==> src/rtl/mpmc11_req_sched_if.sv <==
// Channel-FIFO and controller-core side signals of the mpmc11 read request scheduler.
// master: the scheduler; slave: the FIFO bank and controller core it connects to.
interface mpmc11_req_sched_if #(
    parameter int NCH = 8,
    parameter int EW  = 32
);
    localparam int CW = $clog2(NCH);

    typedef logic [EW-1:0] mpmc11_fifoe_t;

    logic [NCH-1:0]                fifo_empty;
    logic [NCH-1:0]                fifo_rst_busy;
    mpmc11_fifoe_t [NCH-1:0]       fifo_dout;
    logic [NCH-1:0]                fifo_rd;
    mpmc11_fifoe_t                 req;
    logic [CW-1:0]                 req_ch;
    logic                          req_valid;
    logic                          req_ready;
    logic                          rty;
    logic                          drop;
    logic                          busy;

    modport master (
        input  fifo_empty, fifo_rst_busy, fifo_dout, req_ready, rty,
        output fifo_rd, req, req_ch, req_valid, drop, busy
    );

    modport slave (
        output fifo_empty, fifo_rst_busy, fifo_dout, req_ready, rty,
        input  fifo_rd, req, req_ch, req_valid, drop, busy
    );
endinterface

==> src/rtl/mpmc11_req_sched.sv <==
// Round-robin read request scheduler: pops one FWFT channel FIFO at a time and holds the
// request for the core until consumed. Optional retry limit: define MPMC11_SCHED_RTYLIM_EN.
//
// state | meaning
// IDLE  | nothing eligible, waiting for a channel
// GRANT | pop the round-robin winner and register its head entry
// HOLD  | request presented (req_valid=1) until the core consumes or retries it
// RWAIT | back-off after a retry; request held, req_valid=0
module mpmc11_req_sched #(
    parameter int NCH     = 8,
    parameter int RTY_DLY = 3,
    parameter int RTY_MAX = 15,
    parameter int EW      = 32
) (
    input  logic               rd_clk,
    input  logic               rst,
    mpmc11_req_sched_if.master bus
);
    localparam int CW = $clog2(NCH);

`ifdef MPMC11_SCHED_RTYLIM_EN
    localparam bit RTYLIM_EN = 1'b1;
`else
    localparam bit RTYLIM_EN = 1'b0;
`endif

    typedef enum logic [1:0] {IDLE, GRANT, HOLD, RWAIT} state_t;

    state_t         state, state_nxt;
    logic [CW-1:0]  rr_ptr;
    logic [3:0]     rty_cnt;
    logic [3:0]     dly_cnt;
    logic [EW-1:0]  req_q;
    logic [CW-1:0]  req_ch_q;
    logic           drop_q, drop_nxt;
    logic           retry;
    logic           rty_over;

    logic [NCH-1:0] elig;
    logic           any_elig;
    logic [CW-1:0]  pick, pick_hi, pick_lo;
    logic           found_hi;
    logic [NCH-1:0] rd_vec;

    assign elig     = ~bus.fifo_empty & ~bus.fifo_rst_busy;
    assign any_elig = |elig;

    // Winner is the lowest eligible channel above rr_ptr, else wrap to the lowest eligible.
    always_comb begin
        pick_hi  = '0;
        pick_lo  = '0;
        found_hi = 1'b0;
        for (int i = NCH - 1; i >= 0; i--) begin
            if (elig[i]) begin
                pick_lo = CW'(i);
                if (CW'(i) > rr_ptr) begin
                    pick_hi  = CW'(i);
                    found_hi = 1'b1;
                end
            end
        end
        pick = found_hi ? pick_hi : pick_lo;
    end

    always_comb begin
        rd_vec = '0;
        if (state == GRANT && any_elig && !rst)
            rd_vec[pick] = 1'b1;
    end

    assign rty_over = RTYLIM_EN && (int'(rty_cnt) + 1 > RTY_MAX);

    always_comb begin
        state_nxt = state;
        drop_nxt  = 1'b0;
        retry     = 1'b0;
        case (state)
            IDLE:  if (any_elig) state_nxt = GRANT;
            GRANT: state_nxt = any_elig ? HOLD : IDLE;
            HOLD: begin
                if (bus.req_ready) begin
                    if (!bus.rty) begin
                        state_nxt = any_elig ? GRANT : IDLE;
                    end else if (rty_over) begin
                        drop_nxt  = 1'b1;
                        state_nxt = any_elig ? GRANT : IDLE;
                    end else begin
                        retry     = 1'b1;
                        state_nxt = (RTY_DLY == 0) ? HOLD : RWAIT;
                    end
                end
            end
            RWAIT: if (dly_cnt == 4'd0) state_nxt = HOLD;
            default: state_nxt = IDLE;
        endcase
    end

    always_ff @(posedge rd_clk) begin
        if (rst) begin
            state    <= IDLE;
            rr_ptr   <= CW'(NCH - 1);
            rty_cnt  <= '0;
            dly_cnt  <= '0;
            req_q    <= '0;
            req_ch_q <= '0;
            drop_q   <= 1'b0;
        end else begin
            state  <= state_nxt;
            drop_q <= drop_nxt;
            if (state == GRANT && any_elig) begin
                req_q    <= bus.fifo_dout[pick];
                req_ch_q <= pick;
                rr_ptr   <= pick;
                rty_cnt  <= '0;
            end
            if (retry) begin
                rty_cnt <= (rty_cnt == 4'hF) ? rty_cnt : rty_cnt + 4'd1;
                dly_cnt <= 4'(RTY_DLY - 1);
            end else if (state == RWAIT) begin
                dly_cnt <= dly_cnt - 4'd1;
            end
        end
    end

    assign bus.fifo_rd   = rd_vec;
    assign bus.req       = req_q;
    assign bus.req_ch    = req_ch_q;
    assign bus.req_valid = (state == HOLD);
    assign bus.busy      = (state != IDLE);
    assign bus.drop      = drop_q;
endmodule

==> src/flat_wrapper.sv <==
// flat-port wrapper written by rule: the top's interface ports become plain ports
module mpmc11_req_sched_flat 
#(
    parameter int NCH     = 8,
    parameter int RTY_DLY = 3,
    parameter int RTY_MAX = 15,
    parameter int EW      = 32
)
  (rd_clk, rst, bus_fifo_empty, bus_fifo_rst_busy, bus_fifo_dout, bus_req_ready, bus_rty, bus_fifo_rd, bus_req, bus_req_ch, bus_req_valid, bus_drop, bus_busy);
  mpmc11_req_sched_if #(.NCH(NCH), .EW(EW)) bus_i ();
  input  logic rd_clk;
  input  logic rst;
  input wire logic [$bits(bus_i.fifo_empty)-1:0] bus_fifo_empty;
  input wire logic [$bits(bus_i.fifo_rst_busy)-1:0] bus_fifo_rst_busy;
  input wire logic [$bits(bus_i.fifo_dout)-1:0] bus_fifo_dout;
  input wire logic [$bits(bus_i.req_ready)-1:0] bus_req_ready;
  input wire logic [$bits(bus_i.rty)-1:0] bus_rty;
  output wire logic [$bits(bus_i.fifo_rd)-1:0] bus_fifo_rd;
  output wire logic [$bits(bus_i.req)-1:0] bus_req;
  output wire logic [$bits(bus_i.req_ch)-1:0] bus_req_ch;
  output wire logic [$bits(bus_i.req_valid)-1:0] bus_req_valid;
  output wire logic [$bits(bus_i.drop)-1:0] bus_drop;
  output wire logic [$bits(bus_i.busy)-1:0] bus_busy;
  assign bus_i.fifo_empty = bus_fifo_empty;
  assign bus_i.fifo_rst_busy = bus_fifo_rst_busy;
  assign bus_i.fifo_dout = bus_fifo_dout;
  assign bus_i.req_ready = bus_req_ready;
  assign bus_i.rty = bus_rty;
  assign bus_fifo_rd = bus_i.fifo_rd;
  assign bus_req = bus_i.req;
  assign bus_req_ch = bus_i.req_ch;
  assign bus_req_valid = bus_i.req_valid;
  assign bus_drop = bus_i.drop;
  assign bus_busy = bus_i.busy;
  mpmc11_req_sched #(.NCH(NCH), .RTY_DLY(RTY_DLY), .RTY_MAX(RTY_MAX), .EW(EW)) u_core (.rd_clk(rd_clk), .rst(rst), .bus(bus_i));
endmodule
==> config.mk <==
export PLATFORM = sky130hd
export DESIGN_NAME = mpmc11_req_sched_flat
export DESIGN_NICKNAME = d
export VERILOG_FILES = /design/src/rtl/mpmc11_req_sched_if.sv /design/src/rtl/mpmc11_req_sched.sv /design/src/flat_wrapper.sv
export SDC_FILE = /design/constraint.sdc
export NUM_CORES = 1
export LEC_CHECK = 0
export BUFFER_PORTS_ARGS = -buffer_cell sky130_fd_sc_hd__buf_4
export CORE_AREA = 2 2 124 126
export CTS_BUF_LIST = sky130_fd_sc_hd__clkbuf_8
export DETAILED_ROUTE_END_ITERATION = 7
export DIE_AREA = 0 0 126 128
export SYNTH_ARGS = -nofsm -noshare
export SYNTH_HDL_FRONTEND = slang
export SYNTH_SLANG_ARGS = --single-unit
export TNS_END_PERCENT = 20
==> constraint.sdc <==
create_clock -name rd_clk -period 7.04 [get_ports rd_clk]
set_clock_uncertainty 0.1 [all_clocks]
set_input_delay 1.056 -clock rd_clk [delete_from_list [all_inputs] [get_ports rd_clk]]
set_output_delay 1.056 -clock rd_clk [all_outputs]
set_load 0.005 [all_outputs]
* After elaboration in Yosys (flattened, before gate mapping)
Cells that the tools add are included.
Word-level totals: output and inout bits 46, register bits 44, input bits 276, word-level logic and storage cells 95
Operators by class: reductions and logical operators 11, add/subtract/negate cells 1, $lt $le $gt $ge 10, multiplexer cells 58, equality and inequality tests 6, bitwise logic cells 3
Operator list (number):
- binary-select mux 32 bit (select 3 bit) | 1
- 2-to-1 mux 3 bit | 25
- 2-to-1 mux 32 bit | 1
- 2-to-1 mux 1 bit | 21
- inverter 8 bit | 2
- 2-to-1 mux 2 bit | 7
- greater-than comparator 3 bit, first input constant | 4
- AND 8 bit | 1
- 2-to-1 mux 8 bit | 1
- one-hot mux 2 bit (4 select lines) | 1
- OR reduction 8 bit | 1
- greater-than comparator 1 x 3 -> 1 bit, first input constant | 2
- greater-than comparator 2 x 3 -> 1 bit, first input constant | 2
- == test 2 bit, second input constant | 2
- zero test 4 bit | 1
- less-than comparator 3 x 4 -> 1 bit, second input constant | 1
- != test 2 x 1 -> 1 bit, second input constant | 2
- nonzero test 2 bit | 2
- subtractor 4 x 1 -> 4 bit, second input constant | 1
- demux 1 bit (select 3 bit) | 1
- greater-or-equal comparator 3 x 1 -> 1 bit, second input constant | 1
- logical AND 1 bit | 3
- AND reduction 3 bit | 1
- == test 2 x 1 -> 1 bit, second input constant | 1
- other kinds (4) | 4

* Longest topological paths before layout
Gate-level depths: netlist (run 1).
depth after elaboration 23, gate-level depth with buffers 11, mapped depth without buffers 7

* Worst setup path after synthesis (run 1)
No wires, ideal clock.
path kind in2out, start input port bus_fifo_empty[4], end output port bus_fifo_rd[2], data arrival time 2867 ps, data required time 5884 ps, stages 8, path buffers 2, setup slack 3017 ps, path through or3_1 > a21bo_4 > nor4b_1 > a211o_2 > buf_6 > buf_6 > or3_1 > nor3_1
On the way: longest elaborated chain between the ends 17, elaborated cells between the ends (all ways) 35, classes of those cells order compare (2); mux (27); bitwise (2); reduce/logical (4)
RTL lines:
- start, declared | line flat_wrapper.sv:13 | input wire logic [$bits(bus_i.fifo_empty)-1:0] bus_fifo_empty;
- inverter 8 bit (*) | line mpmc11_req_sched.sv:45 | assign elig = ~bus.fifo_empty & ~bus.fifo_rst_busy;
- AND 8 bit (*) | line mpmc11_req_sched.sv:45
- 2-to-1 mux 3 bit or 2-to-1 mux 1 bit (tied branches) | line mpmc11_req_sched.sv:54 | if (elig[i]) begin
- 2-to-1 mux 3 bit or 2-to-1 mux 1 bit (tied branches) | line mpmc11_req_sched.sv:56 | if (CW'(i) > rr_ptr) begin
- 2-to-1 mux 3 bit or 2-to-1 mux 1 bit (tied branches) | line mpmc11_req_sched.sv:54
- 2-to-1 mux 3 bit or 2-to-1 mux 1 bit (tied branches) | line mpmc11_req_sched.sv:56
- 2-to-1 mux 3 bit or 2-to-1 mux 1 bit (tied branches) | line mpmc11_req_sched.sv:54
- 2-to-1 mux 3 bit or 2-to-1 mux 1 bit (tied branches) | line mpmc11_req_sched.sv:56
- 2-to-1 mux 3 bit or 2-to-1 mux 1 bit (tied branches) | line mpmc11_req_sched.sv:54
- 2-to-1 mux 3 bit or 2-to-1 mux 1 bit (tied branches) | line mpmc11_req_sched.sv:56
- 2-to-1 mux 3 bit or 2-to-1 mux 1 bit (tied branches) | line mpmc11_req_sched.sv:54
- 2-to-1 mux 3 bit | line mpmc11_req_sched.sv:62 | pick = found_hi ? pick_hi : pick_lo;
- less-than comparator 3 x 4 -> 1 bit (not written as such) or greater-or-equal comparator 3 x 1 -> 1 bit (tied branches) | line mpmc11_req_sched.sv:68 | rd_vec[pick] = 1'b1;
- logical AND 1 bit (not written as such) | line mpmc11_req_sched.sv:68
- 2-to-1 mux 1 bit (not written as such) | line mpmc11_req_sched.sv:68
- demux 1 bit (select 3 bit)
- 2-to-1 mux 8 bit (*) | line mpmc11_req_sched.sv:67 | if (state == GRANT && any_elig && !rst)
- end, declared | line flat_wrapper.sv:18 | output wire logic [$bits(bus_i.fifo_rd)-1:0] bus_fifo_rd;
Mark *: on every way between the ends. The rest lies on a longest branch, timed or not.

* Worst setup path in the final report (run 1)
start input port bus_fifo_rst_busy[3], end output port bus_fifo_rd[1]
On the way: longest elaborated chain between the ends 15, elaborated cells between the ends (all ways) 30, classes of those cells order compare (2); mux (22); bitwise (2); reduce/logical (4)
RTL lines:
- start, declared | line flat_wrapper.sv:14 | input wire logic [$bits(bus_i.fifo_rst_busy)-1:0] bus_fifo_rst_busy;
- inverter 8 bit (*) | line mpmc11_req_sched.sv:45
- AND 8 bit (*) | line mpmc11_req_sched.sv:45
- 2-to-1 mux 3 bit or 2-to-1 mux 1 bit (tied branches) | line mpmc11_req_sched.sv:54
- 2-to-1 mux 3 bit or 2-to-1 mux 1 bit (tied branches) | line mpmc11_req_sched.sv:56
- 2-to-1 mux 3 bit or 2-to-1 mux 1 bit (tied branches) | line mpmc11_req_sched.sv:54
- 2-to-1 mux 3 bit or 2-to-1 mux 1 bit (tied branches) | line mpmc11_req_sched.sv:56
- 2-to-1 mux 3 bit or 2-to-1 mux 1 bit (tied branches) | line mpmc11_req_sched.sv:54
- 2-to-1 mux 3 bit or 2-to-1 mux 1 bit (tied branches) | line mpmc11_req_sched.sv:56
- 2-to-1 mux 3 bit or 2-to-1 mux 1 bit (tied branches) | line mpmc11_req_sched.sv:54
- 2-to-1 mux 3 bit | line mpmc11_req_sched.sv:62
- less-than comparator 3 x 4 -> 1 bit (not written as such) or greater-or-equal comparator 3 x 1 -> 1 bit (tied branches) | line mpmc11_req_sched.sv:68
- logical AND 1 bit (not written as such) | line mpmc11_req_sched.sv:68
- 2-to-1 mux 1 bit (not written as such) | line mpmc11_req_sched.sv:68
- demux 1 bit (select 3 bit)
- 2-to-1 mux 8 bit (*) | line mpmc11_req_sched.sv:67
Marks and branches as above.

==> results of run 1 <==
-- path summary, 6_finish.rpt --
path                                             to  slack (ps)  cells after the start
setup reg to reg    u_core.bus.req[20]$_SDFFE_PP0P_        3460                      9
hold / removal    u_core.bus.req_ch[1]$_SDFFE_PP0P_         370                      2
setup / recovery                     bus_fifo_rd[1]        2230                      9
hold reg to reg   u_core.bus.req_ch[1]$_SDFFE_PP0P_         370                      2
-- registers in the layout, indices dropped and copies added, names as in the netlist --
register / count
u_core.bus.req_ch: 3
u_core.rr_ptr: 3
u_core.bus.req: 32
u_core.dly_cnt: 4
u_core.state: 2
-- per-stage QoR --
stage | setup WS [ps] | util | hold WS, ps
after floorplan | 3020 | - | 353
after global placement | 2240 | 0.450 | 346
after detailed placement | 2200 | 0.450 | 355
after CTS | 2200 | 0.454 | 372
after global routing | 1950 | 0.454 | 389
final | 2230 | 0.454 | 368
-- metal layers --
metal,vias to the layer above,GRT usage,part of all wire
met5,-,0,0
met2,217,0.424,0.51
met1,2460,0.272,0.41
li1,2686,-,-
met4,0,0.0323,0.0086
met3,10,0.0459,0.069
-- cells in the final DEF (no fill, tap or decap), types with 19 or more instances in the layout --
master / n
o21ai_0: 30
a22o_1: 24
nand3_1: 22
dfxtp_1: 44
mux2_2: 19
buf_4: 329
a311oi_1: 22
a21oi_1: 20
nor2_1: 58
and3_1: 21
nand2_1: 86
mux2i_1: 28
-- final cells by class --
class / count / area, µm²
sequential: 44 / 881
timing repair buffer: 329 / 2470
clock buffer: 5 / 68.8
fill: 1587 / 8110
tap: 188 / 235
inverter: 3 / 11.3
multi-input combinational: 465 / 3090
-- logic make-up (layout without fill, tap and decap cells) --
kind of cell,after synthesis,after routing
flip-flops,44,44
adder cells (fa/ha/maj),1,1
AND/OR/NAND/NOR,212,212
buffers and inverters,58,337
multiplexers,47,47
AO/OA/AOI/OAI,201,201
other,1,1
XOR/XNOR,3,3
-- critical path: stages --
cell and delay (ps):
buf_4 130, a2111oi_4 370, nor2_2 140, a21oi_2 800
nand2_1 320, and2_1 260, buf_4 210, and3_1 220
buf_4 130
-- cell usage after synthesis (10+ instances only) --
master | instances | area [µm²]
a211oi_1 | 15 | 113
a21oi_1 | 21 | 105
a21oi_2 | 10 | 87.6
a221oi_1 | 10 | 87.6
a22o_1 | 24 | 210
a311oi_1 | 22 | 193
and3_1 | 21 | 131
clkbuf_1 | 33 | 124
dfxtp_1 | 44 | 881
mux2_2 | 19 | 214
mux2i_1 | 28 | 280
nand2_1 | 86 | 323
nand3_1 | 22 | 110
nor2_1 | 59 | 221
o21ai_0 | 31 | 155
o21ai_1 | 12 | 60.1
o22a_1 | 14 | 123
o22ai_1 | 15 | 93.8
-- power groups by stage --
| stage | clock [mW] | sequential (mW) | combinational, mW |
|---|---|---|---|
| floorplan | 0 | 0.309 | 0.467 |
| global placement | 0 | 0.314 | 0.741 |
| detailed placement | 0 | 0.315 | 0.742 |
| CTS | 0.157 | 0.309 | 0.743 |
| global route | 0.166 | 0.313 | 0.809 |
| finish | 0.152 | 0.309 | 0.737 |
==> flow_summary.json, run 1 <==
{
  "clockBufferDepth": 2,
  "start_util": 0.285,
  "grt_pass1_wl_mm": 29.0,
  "io_pins": 322,
  "gr-usage-all-layers": 0.226,
  "die_area_mm2": 0.0161,
  "reg2reg_from": "u_core.rr_ptr[2]$_SDFFE_PP1P_",
  "finalHoldViolCount": 0,
  "synthMuxAreaShare": 0.117,
  "run_status": "complete, no violations",
  "hp-start": "u_core.bus.req_ch[1]$_SDFFE_PP0P_",
  "overflow": 0,
  "post_cts_buffers": 0,
  "clock_power_share": 0.127,
  "synth-seq-cells": 44,
  "cts_num_sinks": 44,
  "setup_viol": 0,
  "stdcell_count": 1034,
  "drt_wl_total_mm": 19.4,
  "p_switching_mw": 0.505,
  "internal_power_mw": 0.693,
  "path_clk_slew_ps": 90,
  "htree_levels": 2,
  "dominantRegCellSynth": "dfxtp_1",
  "antenna_found_initial": 0,
  "min_period_ps": 4810,
  "syn2layout_area_growth_pct": 59.6,
  "synth.distinct_cells": 60,
  "arrival_ps": 3660,
  "synth_enable_flop_cells": 0,
  "grt_max_degree": 55,
  "drc": 0,
  "clockRootBuffer": "clkbuf_8",
  "synth-simple-area-share": 0.229,
  "place_hpwl_mm": 15.2,
  "p_leak_nw": 3.15,
  "fin_nets": 1125,
  "ys_async_sr_fraction": 0,
  "final_area_mm2": 0.00676,
  "grt_pass1_vias": 5171,
  "synth_cells": 567,
  "placed_area_mm2": 0.00669,
  "antenna_cells": 0,
  "port_buffers": 320,
  "hp-class": "register to register",
  "postCtsHoldBufs": 0,
  "pwr-share-seq": 0.258,
  "synth_compound_gate_area_share": 0.365,
  "cp.required_ps": 5880,
  "drive_above_1_share": 0.461,
  "clk_latency_ps": 300,
  "synth_xor_area_frac": 0.00621,
  "synth-seq-area-share": 0.208,
  "critPathLaunch": "bus_fifo_rst_busy[3]",
  "ant_nets": 0,
  "path_class": "input port to output pin",
  "die_y_um": 128,
  "fin_tns_setup_ps": 0,
  "yosys_warnings": 0,
  "tightest_slew_ps": 1030,
  "drtIter0Drc": 144,
  "fin_crit_sh": 0.683,
  "drt-vias-per-instance": 5.20,
  "crit_path_end_kind": "output pin",
  "powerDensity_mw_per_mm2": 177,
  "fmaxAchievable_mhz": 208,
  "cp-start-kind": "input port",
  "total_power_mw": 1.20,
  "cts_tree": "done",
  "ir_drop_mv": 0.108,
  "rows": 45,
  "rsz0062_at_grt": "no",
  "cap_violations": 0,
  "pwr-share-comb": 0.615,
  "core_mm2": 0.0149,
  "switching_share": 0.421,
  "synth_area_mm2": 0.00423,
  "wl_per_cell_um": 18.8,
  "relSlewSlack": 0.312,
  "synth_top_family_by_area": "compound AO/OA/AOI/OAI gates",
  "dp.cells": 1029,
  "cts_inserted_buffers": 5,
  "cts_resized": 0,
  "firstDrtPassIters": 5,
  "maxSlewViolCount": 0,
  "synthAdderAreaFrac": 0.00296,
  "syn_nets": 844,
  "die_w_um": 126,
  "cp_max_fo": 21,
  "place_congestion": 0.862,
  "avgSynthCellArea_um2": 7.46,
  "via_count": 5373
}
Power figures use the tool's default switching activity.
==> inputs of run 2 (changes only) <==
clock period = 4.4 ns   (was 7.04 ns; I/O delays follow)
==> run 2 against run 1 <==
Net effect: sequential power up 60%; critical path type is now register to output pin; sequential share of layout area is 0.14 points lower; die area stayed put; first-iteration DRC count rose by 73%; hold slack improved by 7.2 ps; core utilization up 0.50 points; clock power up 86%; total power is 65% higher; non-clock buffer count rose by 5.
==> flow_summary.json, run 2 (same netlist as run 1, synthesis figures left out) <==
{
  "run_status": "complete, no violations",
  "path_class": "register to output pin",
  "cp-start-kind": "register",
  "final_area_mm2": 0.00683,
  "p_leak_nw": 3.19,
  "cts_resized": 0,
  "hp-class": "register to register",
  "die_w_um": 126,
  "arrival_ps": 3180,
  "io_pins": 322,
  "fillerInstances": 1537,
  "cts_tree": "done",
  "setup_viol": 0,
  "path_clk_slew_ps": 90,
  "crit_path_end_kind": "output pin",
  "drtIter0Drc": 249,
  "powerDensity_mw_per_mm2": 289,
  "drive_above_1_share": 0.466,
  "die_y_um": 128,
  "fin_tns_setup_ps": 0,
  "largest_register_ffs": 32,
  "gr-usage-all-layers": 0.230,
  "post-place-ws_ps": 488,
  "tightest_slew_ps": 1010,
  "grt_max_degree": 52,
  "maxSlewViolCount": 0,
  "fin_nets": 1130,
  "syn2layout_area_growth_pct": 61.4,
  "stdcell_count": 1042,
  "cts_num_sinks": 44,
  "holdWs_ps": 375,
  "clockRootBuffer": "clkbuf_8",
  "drt_wl_total_mm": 19.5,
  "overflow": 0,
  "placed_area_mm2": 0.00674,
  "relSlewSlack": 0.325,
  "drc": 0,
  "seq_area_um2": 881,
  "ir_drop_mv": 0.204,
  "clk_latency_ps": 310,
  "dp.cells": 1034,
  "via_count": 5415,
  "finalHoldViolCount": 0,
  "multi_input_area_mm2": 0.00309,
  "ant_nets": 0,
  "antenna_cells": 0,
  "grt_pass1_vias": 5280,
  "clockBufferDepth": 2,
  "final_cell_mix": "333 x buf_4, 86 x nand2_1, 58 x nor2_1",
  "cap_violations": 0,
  "antenna_found_initial": 0,
  "postCtsHoldBufs": 0,
  "total_power_mw": 1.97,
  "drt-vias-per-instance": 5.20,
  "core_mm2": 0.0149,
  "min_period_ps": 3940,
  "start_util": 0.285,
  "fmaxAchievable_mhz": 254,
  "post-route-util": 0.459,
  "die_area_mm2": 0.0161,
  "cp.required_ps": 3640,
  "cts_inserted_buffers": 5,
  "firstDrtPassIters": 4,
  "final_common_cell": "buf_4",
  "cp_max_fo": 23,
  "fin_ws_ps": 462,
  "rsz0062_at_grt": "no",
  "rows": 45,
  "wl_per_cell_um": 18.7,
  "port_buffers": 320,
  "place_hpwl_mm": 15.3,
  "post_cts_buffers": 0,
  "htree_levels": 2,
  "place_congestion": 0.850,
  "fin_crit_sh": 0.895,
  "grt_pass1_wl_mm": 29.2
}
run 2: area by class of cell:
cell class | instances | area share
Tap cell | 188 | 0.0344
Multi-Input combinational cell | 465 | 0.452
Clock inverter | 2 | 0.00147
Inverter | 3 | 0.00165
Timing Repair Buffer | 334 | 0.369
Clock buffer | 6 | 0.0121
Sequential cell | 44 | 0.129
run 2: worst max-delay path: stages (launching register included):
cell and delay [ps]:
dfxtp_1 420, a2111oi_4 490, nor2_2 140, a21o_2 410, nor2_2 760, nand2_1 330
nor2_1 180, buf_4 120
run 2: layer usage:
metal / wire length [µm] / up-vias / global-route usage
li1: - / 2704 / -
met1: 7660 / 2456 / 0.274
met3: 1640 / 14 / 0.0505
met2: 9980 / 241 / 0.424
met4: 250 / 0 / 0.0427
met5: 0 / - / 0
run 2: worst paths after layout:
kind,start,to,slack (ps),cells past startpoint
setup / recovery,u_core.rr_ptr[1]$_SDFFE_PP1P_,bus_fifo_rd[7],460,7
hold reg to reg,u_core.bus.req_ch[2]$_SDFFE_PP0P_,u_core.bus.req_ch[2]$_SDFFE_PP0P_,380,2
setup reg to reg,u_core.rr_ptr[2]$_SDFFE_PP1P_,u_core.bus.req[29]$_SDFFE_PP0P_,920,7
hold / removal,u_core.bus.req_ch[2]$_SDFFE_PP0P_,u_core.bus.req_ch[2]$_SDFFE_PP0P_,380,2
run 2: power by group:
part | total [mW] | switching, mW | leakage (nW) | internal, mW
clock network | 0.282 | 0.156 | 0.0510 | 0.126
logic | 1.19 | 0.630 | 2.78 | 0.565
registers | 0.495 | 0.0427 | 0.362 | 0.452
total | 1.97 | 0.828 | 3.19 | 1.14
==> inputs of run 3 (changes only) <==
BUFFER_PORTS_ARGS = -buffer_cell sky130_fd_sc_hd__buf_2   (was -buffer_cell sky130_fd_sc_hd__buf_4)
==> run 3 against run 2 <==
Net effect: sequential power hardly changed; die area stayed put; hold slack worse by 12 ps; count of clock-buffer cells in the layout is 1 lower; setup slack better by 88 ps; maximum frequency is 2.3% higher; combinational power is 8% lower; cell area is 12% lower; cell count stayed put; largest cell class unchanged; highest routed layer unchanged.
==> flow_summary.json, run 3 (same netlist as run 1, synthesis figures left out) <==
{
  "run_status": "complete, no violations",
  "grt_pass1_vias": 5265,
  "htree_levels": 2,
  "fin_nets": 1131,
  "final_area_mm2": 0.00600,
  "final_common_cell": "buf_2",
  "slowest_stage": "dfxtp_1",
  "met3WireLength_mm": 1.28,
  "min_to": "u_core.bus.req_ch[1]$_SDFFE_PP0P_",
  "p_leak_nw": 2.94,
  "worstRegToRegCells": 7,
  "wl_met1_mm": 7.54,
  "cp_max_fo": 36,
  "drive_above_1_share": 0.465,
  "powerDensity_mw_per_mm2": 305,
  "clk_latency_ps": 310,
  "cp.required_ps": 3640,
  "post-route-util": 0.404,
  "setup_viol": 0,
  "drt-vias-per-instance": 5.24,
  "reg2reg_slack_ps": 980,
  "placed_area_mm2": 0.00593,
  "postCtsHoldBufs": 0,
  "stdcell_count": 1042,
  "crit_path_end_kind": "output pin",
  "reg2reg_from": "u_core.rr_ptr[2]$_SDFFE_PP1P_",
  "multi_input_area_mm2": 0.00309,
  "cts_inserted_buffers": 5,
  "seq_area_um2": 881,
  "finalHoldViolCount": 0,
  "tightest_slew_ps": 979,
  "hold_depth": 2,
  "cpPeakStageDelay_ps": 550,
  "overflow": 0,
  "fin_tns_setup_ps": 0,
  "cap_violations": 0,
  "grt_pass1_wl_mm": 27.9,
  "path_clk_slew_ps": 80,
  "fin_crit_sh": 0.875,
  "via_count": 5462,
  "rr_endpoint": "u_core.bus.req[3]$_SDFFE_PP0P_",
  "port_buffers": 320,
  "maxSlewViolCount": 0,
  "core_mm2": 0.0149,
  "rsz0062_at_grt": "no",
  "rows": 45,
  "total_power_mw": 1.83,
  "drc": 0,
  "post_cts_buffers": 0,
  "fmaxAchievable_mhz": 260,
  "gr-usage-all-layers": 0.220,
  "final_cell_mix": "320 x buf_2, 86 x nand2_1, 58 x nor2_1",
  "syn2layout_area_growth_pct": 41.9,
  "clockBufferDepth": 2,
  "path_class": "register to output pin",
  "dp.cells": 1035,
  "hp-class": "register to register",
  "cts_resized": 0,
  "place_hpwl_mm": 14.9,
  "io_pins": 322,
  "cts_num_sinks": 44,
  "largest_register_ffs": 32,
  "arrival_ps": 3090,
  "ant_nets": 0,
  "cp-start-kind": "register",
  "timing.critical_path.buf_inv": 2,
  "firstDrtPassIters": 4,
  "die_area_mm2": 0.0161,
  "die_y_um": 128,
  "place_congestion": 0.817,
  "antenna_found_initial": 2,
  "wl_per_cell_um": 17.9,
  "clockRootBuffer": "clkbuf_8",
  "die_w_um": 126,
  "ir_drop_mv": 0.131,
  "crit_family": "simple AND/OR/NAND/NOR gates",
  "hp-start": "u_core.bus.req_ch[1]$_SDFFE_PP0P_",
  "drtIter0Drc": 234,
  "cts_tree": "done",
  "path_cells": "or3_1, a21bo_4, nor4b_1, a211o_4, buf_4, nand2_1, nor3_1, buf_2",
  "relSlewSlack": 0.347,
  "min_period_ps": 3850,
  "fillerInstances": 1657,
  "maxUsedRoutingLayer": "met4",
  "grt_max_degree": 49,
  "start_util": 0.285,
  "drt_wl_total_mm": 18.6,
  "met2WireLength_mm": 9.43
}
## run 3: changes by cell type in the layout (fill, tap and decap cells not counted)
| cell | delta |
|---|---|
| clkinv_2 | -2 |
| buf_4 | -318 |
| diode_2 | +2 |
| buf_12 | -1 |
| clkbuf_8 | -1 |
| buf_2 | +320 |
## run 3: tightest hold or removal path, delay by kind of cell, from the launching register on
kind             cells  cell delay [ps]
AO/OA/AOI/OAI        1               50
flip-flops           1              320
AND/OR/NAND/NOR      1               50
## run 3: cell type report
class | count | share of cell area
Multi-Input combinational cell | 465 | 0.514
Timing Repair Buffer | 335 | 0.285
Sequential cell | 44 | 0.147
Tap cell | 188 | 0.0392
Clock buffer | 5 | 0.0115
Inverter | 3 | 0.00188
Antenna cell | 2 | 0.000834
## run 3: per-stage QoR
step	hold WS (ps)	worst slack [ps]
floorplan	353	1170
global placement	345	650
detailed placement	360	669
CTS	373	510
global route	405	305
finish	363	550
## run 3: power by group
part	switching, mW	total (mW)	internal (mW)
Clock	0.145	0.247	0.103
Sequential	0.0401	0.492	0.452
Combinational	0.624	1.09	0.468
Total	0.809	1.83	1.02
## run 3: worst max path at each step
stage / startpoint / to / slack (ps) / cells after the start
after floorplan: bus_fifo_empty[4] / bus_fifo_rd[2] / 1170 / 8
after global placement: bus_fifo_rst_busy[3] / bus_fifo_rd[7] / 650 / 9
after detailed placement: bus_fifo_rst_busy[3] / bus_fifo_rd[6] / 670 / 9
after CTS: u_core.rr_ptr[2]$_SDFFE_PP1P_ / bus_fifo_rd[3] / 510 / 8
after global routing: u_core.rr_ptr[1]$_SDFFE_PP1P_ / bus_fifo_rd[3] / 300 / 8
final: u_core.rr_ptr[2]$_SDFFE_PP1P_ / bus_fifo_rd[3] / 550 / 8
## run 3: per-layer routing
layer,vias up,track usage
met3,19,0.0388
met4,0,0.0588
met1,2479,0.254
met2,254,0.415
li1,2710,-
met5,-,0
